===== src/rtl/load_queue_pkg.sv =====
// Shared types for the Tomasulo load queue: ROB tags, CDB payload, queue entry and FSM state.
// LQ_DATA_WIDTH fixes the word width carried on the CDB and stored per entry.
package load_queue_pkg;

  localparam int unsigned LQ_DATA_WIDTH  = 16;
  localparam int unsigned ROB_ADDR_WIDTH = 3;

  typedef logic [ROB_ADDR_WIDTH-1:0] lc3b_rob_addr;

  typedef struct packed {
    logic                     valid;
    lc3b_rob_addr             tag;
    logic [LQ_DATA_WIDTH-1:0] data;
  } cdb_t;

  typedef struct packed {
    logic                     busy;
    logic                     ready;
    lc3b_rob_addr             Q;
    logic [LQ_DATA_WIDTH-1:0] V;
    logic [LQ_DATA_WIDTH-1:0] offset;
    lc3b_rob_addr             dest;
    logic                     byte_ld;
  } lq_entry_t;

  typedef enum logic [1:0] {
    IDLE  = 2'd0,
    MEM   = 2'd1,
    WB    = 2'd2,
    DRAIN = 2'd3
  } lq_state_t;

  // Zero-extended byte lane select for LDB results.
  function automatic logic [LQ_DATA_WIDTH-1:0] byte_lane(input logic [LQ_DATA_WIDTH-1:0] data,
                                                         input logic hi);
    logic [7:0] lane;
    lane = hi ? data[15:8] : data[7:0];
    return {{(LQ_DATA_WIDTH-8){1'b0}}, lane};
  endfunction

endpackage


===== src/rtl/load_queue_entries.sv =====
// Load queue entry array: allocation at tail, CDB bypass/snoop, pop and flush clearing.
// LOAD_QUEUE_BYTE_EN controls whether the LDB flag is stored.
module load_queue_entries
  import load_queue_pkg::*;
#(
  parameter int unsigned DEPTH = 4,
  localparam int unsigned PTR_W = $clog2(DEPTH)
) (
  input  logic                     clk,
  input  logic                     rst,
  input  logic                     flush,
  input  logic                     alloc,
  input  logic [PTR_W-1:0]         tail,
  input  logic [PTR_W-1:0]         head,
  input  logic                     pop,
  input  lc3b_rob_addr             Q_in,
  input  logic                     Q_valid,
  input  logic [LQ_DATA_WIDTH-1:0] V,
  input  logic [LQ_DATA_WIDTH-1:0] offset_in,
  input  lc3b_rob_addr             dest_in,
  input  logic                     byte_in,
  input  cdb_t                     CDB_in,
  output lq_entry_t                head_entry_c
);

  lq_entry_t entries_q [DEPTH];
  lq_entry_t new_entry_c;
  logic      bypass_c;

`ifndef LOAD_QUEUE_BYTE_EN
  logic unused_byte_c;
  assign unused_byte_c = byte_in;
`endif

  // New entry; a same-cycle CDB match on the base tag makes it ready immediately.
  always_comb begin
    bypass_c            = Q_valid && CDB_in.valid && (CDB_in.tag == Q_in);
    new_entry_c         = '0;
    new_entry_c.busy    = 1'b1;
    new_entry_c.ready   = !Q_valid || bypass_c;
    new_entry_c.Q       = Q_in;
    new_entry_c.V       = bypass_c ? CDB_in.data : V;
    new_entry_c.offset  = offset_in;
    new_entry_c.dest    = dest_in;
`ifdef LOAD_QUEUE_BYTE_EN
    new_entry_c.byte_ld = byte_in;
`else
    new_entry_c.byte_ld = 1'b0;
`endif
  end

  assign head_entry_c = entries_q[head];

  // Pop and allocate never target the same slot: alloc needs !full, pop needs !empty.
  always_ff @(posedge clk) begin
    if (rst || flush) begin
      for (int i = 0; i < int'(DEPTH); i++) begin
        entries_q[i] <= '0;
      end
    end else begin
      for (int i = 0; i < int'(DEPTH); i++) begin
        if (entries_q[i].busy && !entries_q[i].ready && CDB_in.valid &&
            (CDB_in.tag == entries_q[i].Q)) begin
          entries_q[i].V     <= CDB_in.data;
          entries_q[i].ready <= 1'b1;
        end
      end
      if (pop) begin
        entries_q[head].busy  <= 1'b0;
        entries_q[head].ready <= 1'b0;
      end
      if (alloc) begin
        entries_q[tail] <= new_entry_c;
      end
    end
  end

endmodule


===== src/rtl/load_queue.sv =====
// Parametrised in-order load queue: head-only issue to the dcache, then CDB broadcast.
// Optional LOAD_QUEUE_BYTE_EN adds LDB byte extraction and word address alignment.
module load_queue
  import load_queue_pkg::*;
#(
  parameter int unsigned DATA_WIDTH = LQ_DATA_WIDTH,
  parameter int unsigned DEPTH      = 4,
  localparam int unsigned PTR_W     = $clog2(DEPTH),
  localparam int unsigned CNT_W     = $clog2(DEPTH) + 1
) (
  input  logic                  clk,
  input  logic                  rst,
  input  logic                  flush,
  input  logic                  WE,
  input  lc3b_rob_addr          Q_in,
  input  logic                  Q_valid,
  input  logic [DATA_WIDTH-1:0] V,
  input  logic [DATA_WIDTH-1:0] offset_in,
  input  lc3b_rob_addr          dest_in,
  input  logic                  byte_in,
  input  cdb_t                  CDB_in,
  output logic                  dmem_read,
  output logic [DATA_WIDTH-1:0] dmem_addr,
  input  logic [DATA_WIDTH-1:0] dmem_rdata,
  input  logic                  dmem_resp,
  output logic                  cdb_req,
  output lc3b_rob_addr          cdb_tag,
  output logic [DATA_WIDTH-1:0] cdb_data,
  input  logic                  cdb_grant,
  output logic                  empty,
  output logic                  full,
  output logic [CNT_W-1:0]      count
);

  lq_state_t             state_q, state_d;
  logic [PTR_W-1:0]      head_q, tail_q;
  logic [CNT_W-1:0]      count_d;
  lq_entry_t             head_entry_c;
  logic                  alloc_c, pop_c;
  logic [DATA_WIDTH-1:0] head_addr_c, result_c;
  logic                  read_d, req_d;
  logic [DATA_WIDTH-1:0] addr_d, data_d;
  lc3b_rob_addr          tag_d;

  logic unused_head_c;
  assign unused_head_c = ^{head_entry_c.Q, head_entry_c.byte_ld};

  assign alloc_c = WE && !full && !flush;

  load_queue_entries #(.DEPTH(DEPTH)) u_entries (
    .clk          (clk),
    .rst          (rst),
    .flush        (flush),
    .alloc        (alloc_c),
    .tail         (tail_q),
    .head         (head_q),
    .pop          (pop_c),
    .Q_in         (Q_in),
    .Q_valid      (Q_valid),
    .V            (LQ_DATA_WIDTH'(V)),
    .offset_in    (LQ_DATA_WIDTH'(offset_in)),
    .dest_in      (dest_in),
    .byte_in      (byte_in),
    .CDB_in       (CDB_in),
    .head_entry_c (head_entry_c)
  );

  // Effective address and loaded result for the head entry.
  always_comb begin
    head_addr_c = DATA_WIDTH'(head_entry_c.V + head_entry_c.offset);
`ifdef LOAD_QUEUE_BYTE_EN
    if (!head_entry_c.byte_ld) begin
      head_addr_c[0] = 1'b0;
    end
    result_c = head_entry_c.byte_ld ?
               DATA_WIDTH'(byte_lane(LQ_DATA_WIDTH'(dmem_rdata), dmem_addr[0])) : dmem_rdata;
`else
    result_c = dmem_rdata;
`endif
  end

  // Next state and next registered outputs.
  always_comb begin
    state_d = state_q;
    pop_c   = 1'b0;
    addr_d  = dmem_addr;
    tag_d   = cdb_tag;
    data_d  = cdb_data;
    read_d  = 1'b0;
    req_d   = 1'b0;
    unique case (state_q)
      IDLE: begin
        if (head_entry_c.busy && head_entry_c.ready) begin
          state_d = MEM;
          addr_d  = head_addr_c;
        end
      end
      MEM: begin
        if (dmem_resp) begin
          state_d = WB;
          tag_d   = head_entry_c.dest;
          data_d  = result_c;
        end
      end
      WB: begin
        if (cdb_req && cdb_grant) begin
          state_d = IDLE;
          pop_c   = 1'b1;
        end
      end
      DRAIN: begin
        if (dmem_resp) begin
          state_d = IDLE;
        end
      end
      default: state_d = IDLE;
    endcase
    // An outstanding dcache read must still complete after a flush.
    if (flush) begin
      pop_c   = 1'b0;
      state_d = ((state_q == MEM || state_q == DRAIN) && !dmem_resp) ? DRAIN : IDLE;
    end
    read_d = (state_d == MEM) || (state_d == DRAIN);
    req_d  = (state_d == WB);
    if (!read_d) begin
      addr_d = '0;
    end
    if (!req_d) begin
      tag_d  = '0;
      data_d = '0;
    end
  end

  assign count_d = count + CNT_W'(alloc_c) - CNT_W'(pop_c);

  always_ff @(posedge clk) begin
    if (rst) begin
      state_q   <= IDLE;
      head_q    <= '0;
      tail_q    <= '0;
      count     <= '0;
      empty     <= 1'b1;
      full      <= 1'b0;
      dmem_read <= 1'b0;
      dmem_addr <= '0;
      cdb_req   <= 1'b0;
      cdb_tag   <= '0;
      cdb_data  <= '0;
    end else begin
      state_q   <= state_d;
      dmem_read <= read_d;
      dmem_addr <= addr_d;
      cdb_req   <= req_d;
      cdb_tag   <= tag_d;
      cdb_data  <= data_d;
      if (flush) begin
        head_q <= '0;
        tail_q <= '0;
        count  <= '0;
        empty  <= 1'b1;
        full   <= 1'b0;
      end else begin
        if (pop_c) begin
          head_q <= head_q + PTR_W'(1);
        end
        if (alloc_c) begin
          tail_q <= tail_q + PTR_W'(1);
        end
        count <= count_d;
        empty <= (count_d == '0);
        full  <= (count_d == CNT_W'(DEPTH));
      end
    end
  end

endmodule

===== config.mk =====
export PLATFORM = sky130hd
export DESIGN_NAME = load_queue
export DESIGN_NICKNAME = d
export VERILOG_FILES = /design/src/rtl/load_queue_pkg.sv /design/src/rtl/load_queue_entries.sv /design/src/rtl/load_queue.sv
export SDC_FILE = /design/constraint.sdc
export NUM_CORES = 1
export LEC_CHECK = 0
export BUFFER_PORTS_ARGS = -buffer_cell sky130_fd_sc_hd__buf_2
export CAP_MARGIN = 15
export CORE_MARGIN = 1
export CORE_UTILIZATION = 30
export CTS_CLUSTER_SIZE = 16
export DETAILED_ROUTE_END_ITERATION = 8
export PLACE_DENSITY_LB_ADDON = 0.08
export SYNTH_ARGS = -nofsm -noshare
export SYNTH_HDL_FRONTEND = slang
export SYNTH_HIERARCHICAL = 1
export SYNTH_SLANG_ARGS = --single-unit

===== constraint.sdc =====
create_clock -name clk -period 9.9 [get_ports clk]
set_input_delay 1.98 -clock clk [delete_from_list [all_inputs] [get_ports clk]]
set_output_delay 1.98 -clock clk [all_outputs]
set_load 0.02 [all_outputs]

==> impl_metrics.yaml, run 1 <==
clock_network:
  cts_root_buf: "clkbuf_16"
  cts_hold_buf: 0
  numCtsBuffers: 25
  cts_setup_buffers: 0
  htreeDepth: 1
  tritoncts: "yes"
  clk_pin_slew_ps: 60
  cts_resized: 0
  clock_latency_ps: 520
  cts_sinks: 207
  cts_buffer_depth: 3
grt:
  grt_util_all_layers_pct: 16.59
  grt_pass1_vias: 6611
  grt_pass1_wl_mm: 41.29
  antenna_found_initial: 0
  grt_max_degree: 43
  overflow: 0
run_status:
  status: "completed"
pwr:
  leakage_nw: 4.503
  irDropWorstVdd_mv: 0.1053
  power_density_mw_per_mm2: 167.7
layout:
  diodes: 0
  design_area_sq_mm: 0.01176
  nets: 982
  fill_cells: 3240
  syn_to_final_growth_pct: 18.01
  drive_gt1_share_pct: 30.33
  finalNonFillerCells: 1342
die:
  core.rowCount: 66
  die_w_um: 184.3
  fp.coreArea_sq_mm: 0.03262
  die_area_sq_mm: 0.03395
  die_y_um: 184.3
  initial_core_util_pct: 30.55
  pin_count: 124
worst_setup_path:
  crit_buf_inv: 2
  cp-end-kind: "flip-flop"
  slowest_delay_ps: 880
  worstPathArrival_ps: 4740
  required_ps: 10280
  crit_fanout: 16
  worstSetupStartpointType: "input port"
  crit_path_top_delay_cell: "nor2_2"
  critPathKind: "input port to flip-flop"
  cp_top_family: "simple AND/OR/NAND/NOR gates"
  path_cells: "buf_2 -> nor3_2 -> buf_4 -> nand3_1 -> nor2_2 -> a22o_2"
placement:
  placed_cells: 1296
  io_buffers: 122
  dpl.hpwl_mm: 18.20
  place_congestion: 0.7947
  post_dp_cell_area_sq_mm: 0.01098
timing:
  relSlewSlack_pct: 23.73
  hold_slack_ps: 447.2
  finClkSkew_ps: 20.21
  finalSetupViolations: 0
  tightestPinTransition_ps: 1134
  clock.fmax_mhz: 229.5
  hold_viol: 0
  slew_viol_final: 0
  final.period_utilization_pct: 44.01
  tns_ps: 0
  min_period_ps: 4357
  rsz0062_at_grt: "no"
routing:
  initialDrtViolationCount: 405
  route.detailed.drc: 0
  wire_per_inst_um: 20.82
  vias: 6503
  routed_wl_mm: 27.94
  antenna_left: 0
  vias_per_cell: 4.846
  dr.pass1.iters: 5
yosys:
  syn_area_per_cell_sq_um: 13.03
  syn-num-nets: 866
  ys_warn_count: 6
  synthCells: 765
  synth.cell_area_sq_mm: 0.009965
hold_path:
  hold_class: "flip-flop to flip-flop"
run:
  max_cap_viol_count: 0
==> routing by layer <==
layer / GRT usage, % / up-vias / share of wire [%] / wire, um
met5: 0 / - / 0 / 0
met4: 3.267 / 0 / 1.3 / 369
met3: 2.569 / 29 / 4.9 / 1362
met2: 26.18 / 181 / 45 / 12570
met1: 24.05 / 3183 / 49 / 13640
li1: - / 3110 / - / -
==> worst reg2reg max path, delay by kind of cell, from the launching register on <==
| kind | cells | cell delay (ps) |
|---|---|---|
| mux | 1 | 720 |
| fa+ha+maj | 2 | 650 |
| compound gates | 5 | 1040 |
| xor+xnor | 1 | 280 |
| buf+inv | 1 | 690 |
| flops | 1 | 310 |
==> path summary, 6_finish.rpt <==
| check | from | to | slack, ps | cells after the start |
|---|---|---|---|---|
| setup / recovery | flush | u_entries/entries_q[1][30] | 5540 | 6 |
| hold / removal | dmem_addr[13] | dmem_addr[13] | 450 | 2 |
| setup reg to reg | head_q[0] | dmem_addr[14] | 6070 | 10 |
| hold reg to reg | dmem_addr[13] | dmem_addr[13] | 450 | 2 |
==> report_power, final <==
part	internal (mW)	leakage, nW	switching, mW
sequential	0.960	2.15	0.00817
clock	0.522	0.377	0.353
combinational	0.0480	1.98	0.0809
total	1.53	4.50	0.442
==> layout make-up <==
class                           count  area (sq um)  share of cell area [%]
Timing Repair Buffer              133         693.2                   5.895
Inverter                           15         56.30                  0.4788
Sequential cell                   207          5678                   48.29
Clock buffer                       40         721.9                   6.140
Multi-Input combinational cell    499          4001                   34.03
Tap cell                          442         553.0                   4.703
Clock inverter                      6         55.05                  0.4682
==> placed cells by master (no fill, tap or decap), types with 19 or more instances in the layout <==
cell type and count:
a21oi_2 19, a22o_1 34, xnor2_1 28, edfxtp_1 153, nand2_1 84, a22o_2 30
a21oi_1 26, mux4_2 37, dfxtp_1 52, and3_1 23, nor2_1 19, buf_2 122
clkbuf_16 25, and2_1 68
==> stage by stage <==
step,power (mW),setup slack [ps],utilization (%)
finish,1.972,5543,36.05
global route,2.044,5449,36.05
CTS,2.001,5604,36.05
detailed placement,1.118,5066,33.67
global placement,1.118,5100,33.67
floorplan,1.053,4307,-
==> flip-flops by register name, summed over array words and instances, names as in the netlist, 2 cells and up <==
| name | count |
|---|---|
| cdb_data | 16 |
| cdb_tag | 3 |
| tail_q | 2 |
| u_entries/entries_q | 160 |
| dmem_addr | 16 |
| head_q | 2 |
| state_q | 2 |
| count | 3 |
Note: power is estimated with default switching activity, not from simulation.
==> run 2, diff against run 1 <==
ABC_AREA = 1   (was default)
clock period = 4.5 ns   (was 9.9 ns; I/O delays follow)
==> run 2 against run 1 <==
Net effect: the run now ends with design-rule violations left; core utilization down 0.57 points; clock skew down 13 ps; global-route usage up 1.5 points; setup slack worse by 4200 ps; count of clock-buffer cells in the layout down 4; clock power up 140%; critical path depth up 11; die area up 11%; flip-flop and latch count unchanged; register-to-register slack worse by 4800 ps; synthesized cell count up 67%; sequential share of layout area down 4.5 points.
==> impl_metrics.yaml, run 2 <==
layout:
  final_cell_mix: "nand2_1 (288), nand3_1 (218), edfxtp_1 (153)"
  final_common_cell: "nand2_1"
  syn_to_final_growth_pct: 16.48
  design_area_sq_mm: 0.01296
  diodes: 0
  fill_cells: 3856
  reg.largest.list: "u_entries/entries_q (160), cdb_data (16), dmem_addr (16)"
  largest_register: "u_entries/entries_q"
  drive_gt1_share_pct: 17.96
  largest_reg_flops: 160
  nets: 1495
timing:
  min_period_ps: 3191
  finClkSkew_ps: 7.193
  relSlewSlack_pct: 34.39
  final.setup.worst_slack_ps: 1309
  finalSetupViolations: 0
  rsz0062_at_grt: "no"
  tightestPinTransition_ps: 984.1
  hold_viol: 0
  clock.fmax_mhz: 313.4
  slew_viol_final: 0
  final.period_utilization_pct: 70.91
  tns_ps: 0
worst_setup_path:
  crit_fanout: 28
  cp-end-kind: "flip-flop"
  required_ps: 4920
  worstPathArrival_ps: 3610
  worstSetupStartpointType: "flip-flop"
  critPathKind: "flip-flop to flip-flop"
clock_network:
  cts_hold_buf: 0
  clk_pin_slew_ps: 60
  cts_buffer_depth: 3
  numCtsBuffers: 26
  cts_resized: 0
  clock_latency_ps: 520
  cts_setup_buffers: 0
  cts_sinks: 207
  htreeDepth: 1
  tritoncts: "yes"
  cts_root_buf: "clkbuf_16"
die:
  fp.coreArea_sq_mm: 0.03652
  die_y_um: 194.6
  die_w_um: 194.6
  pin_count: 124
  core.rowCount: 70
  die_area_sq_mm: 0.03785
  initial_core_util_pct: 30.46
pwr:
  switching_share_pct: 23.47
  p_int_mw: 3.488
  p_comb_share_pct: 8.1
  p_sw_mw: 1.070
  power.share.clock_pct: 45.1
  power.total_mw: 4.558
  irDropWorstVdd_mv: 0.2463
  pwr-share-seq_pct: 46.8
  leakage_nw: 5.901
  power_density_mw_per_mm2: 351.8
run_status:
  violations: "design-rule violations"
  status: "finished, violations left"
placement:
  dp_slack_ps: 1261
  io_buffers: 122
  post_dp_cell_area_sq_mm: 0.01212
  dpl.hpwl_mm: 22.68
  place_congestion: 0.7576
yosys:
  syn-num-nets: 1377
  synthCells: 1276
  synth.cell_area_sq_mm: 0.01112
  ys_warn_count: 6
  syn_area_per_cell_sq_um: 8.717
routing:
  dr.pass1.iters: 7
  antenna_left: 0
  wire_per_inst_um: 18.11
  vias: 9070
  initialDrtViolationCount: 513
  route.detailed.drc: 1
  vias_per_cell: 4.819
  routed_wl_mm: 34.08
run:
  max_cap_viol_count: 0
grt:
  overflow: 0
  grt_max_degree: 39
  grt_util_all_layers_pct: 18.13
  grt_pass1_vias: 8890
  antenna_found_initial: 0
  grt_pass1_wl_mm: 52.58
hold_path:
  hold_class: "flip-flop to flip-flop"
==> run 2: worst max-delay path: stages (launching register included) <==
cell	delay [ps]
dfxtp_1	390
buf_4	420
nor2_2	70
buf_4	260
a22oi_1	210
nand3_1	240
ha_1	290
fa_1	390
nand2_1	100
nand2_1	70
nand3b_1	110
nand2_1	110
nand2_1	100
nand2_1	60
nand2_1	60
nand3_1	70
nand2_1	90
inv_1	40
==> run 2: worst paths after layout <==
kind / slack [ps] / from / depth (start not counted) / endpoint
max reg2reg: 1310 / head_q[1] / 17 / dmem_addr[14]
min reg2reg: 460 / dmem_addr[0] / 2 / dmem_addr[0]
max: 1310 / head_q[1] / 17 / dmem_addr[14]
min: 460 / dmem_addr[0] / 2 / dmem_addr[0]
==> run 2: through the flow <==
step	util (%)	hold slack [ps]	instances
4_1_cts	35.47	458.3	1882
3_3_place_gp	33.17	454.0	1834
2_1_floorplan	-	442.7	1276
5_1_grt	35.47	474.6	1882
3_5_place_dp	33.17	449.5	1834
6_report	35.47	458.9	1882
==> run 2: area by class of cell <==
type	instances	area, sq um	share of cell area (%)
inverters	158	603.1	4.655
flip-flops and latches	207	5675	43.80
multi-input cells	852	4425	34.16
clock inverters	12	131.4	1.014
clock buffers	36	709.4	5.476
repair buffers	149	825.8	6.374
well taps	468	585.6	4.520
==> run 2: power by group through the flow <==
stage               logic [mW]  clock network, mW  registers [mW]
finish                   0.368               2.06            2.13
global route             0.411               2.18            2.14
CTS                      0.372               2.12            2.13
detailed placement       0.371                  0            2.17
global placement         0.370                  0            2.17
floorplan                0.219                  0            2.17
==> run 2: per-layer routing <==
layer / up-vias / track usage, % / part of all wire, %
li1: 4539 / - / -
met1: 4242 / 24.89 / 47
met2: 235 / 30.13 / 46
met3: 54 / 2.134 / 4.2
met4: 0 / 4.762 / 2.2
met5: - / 0 / 0
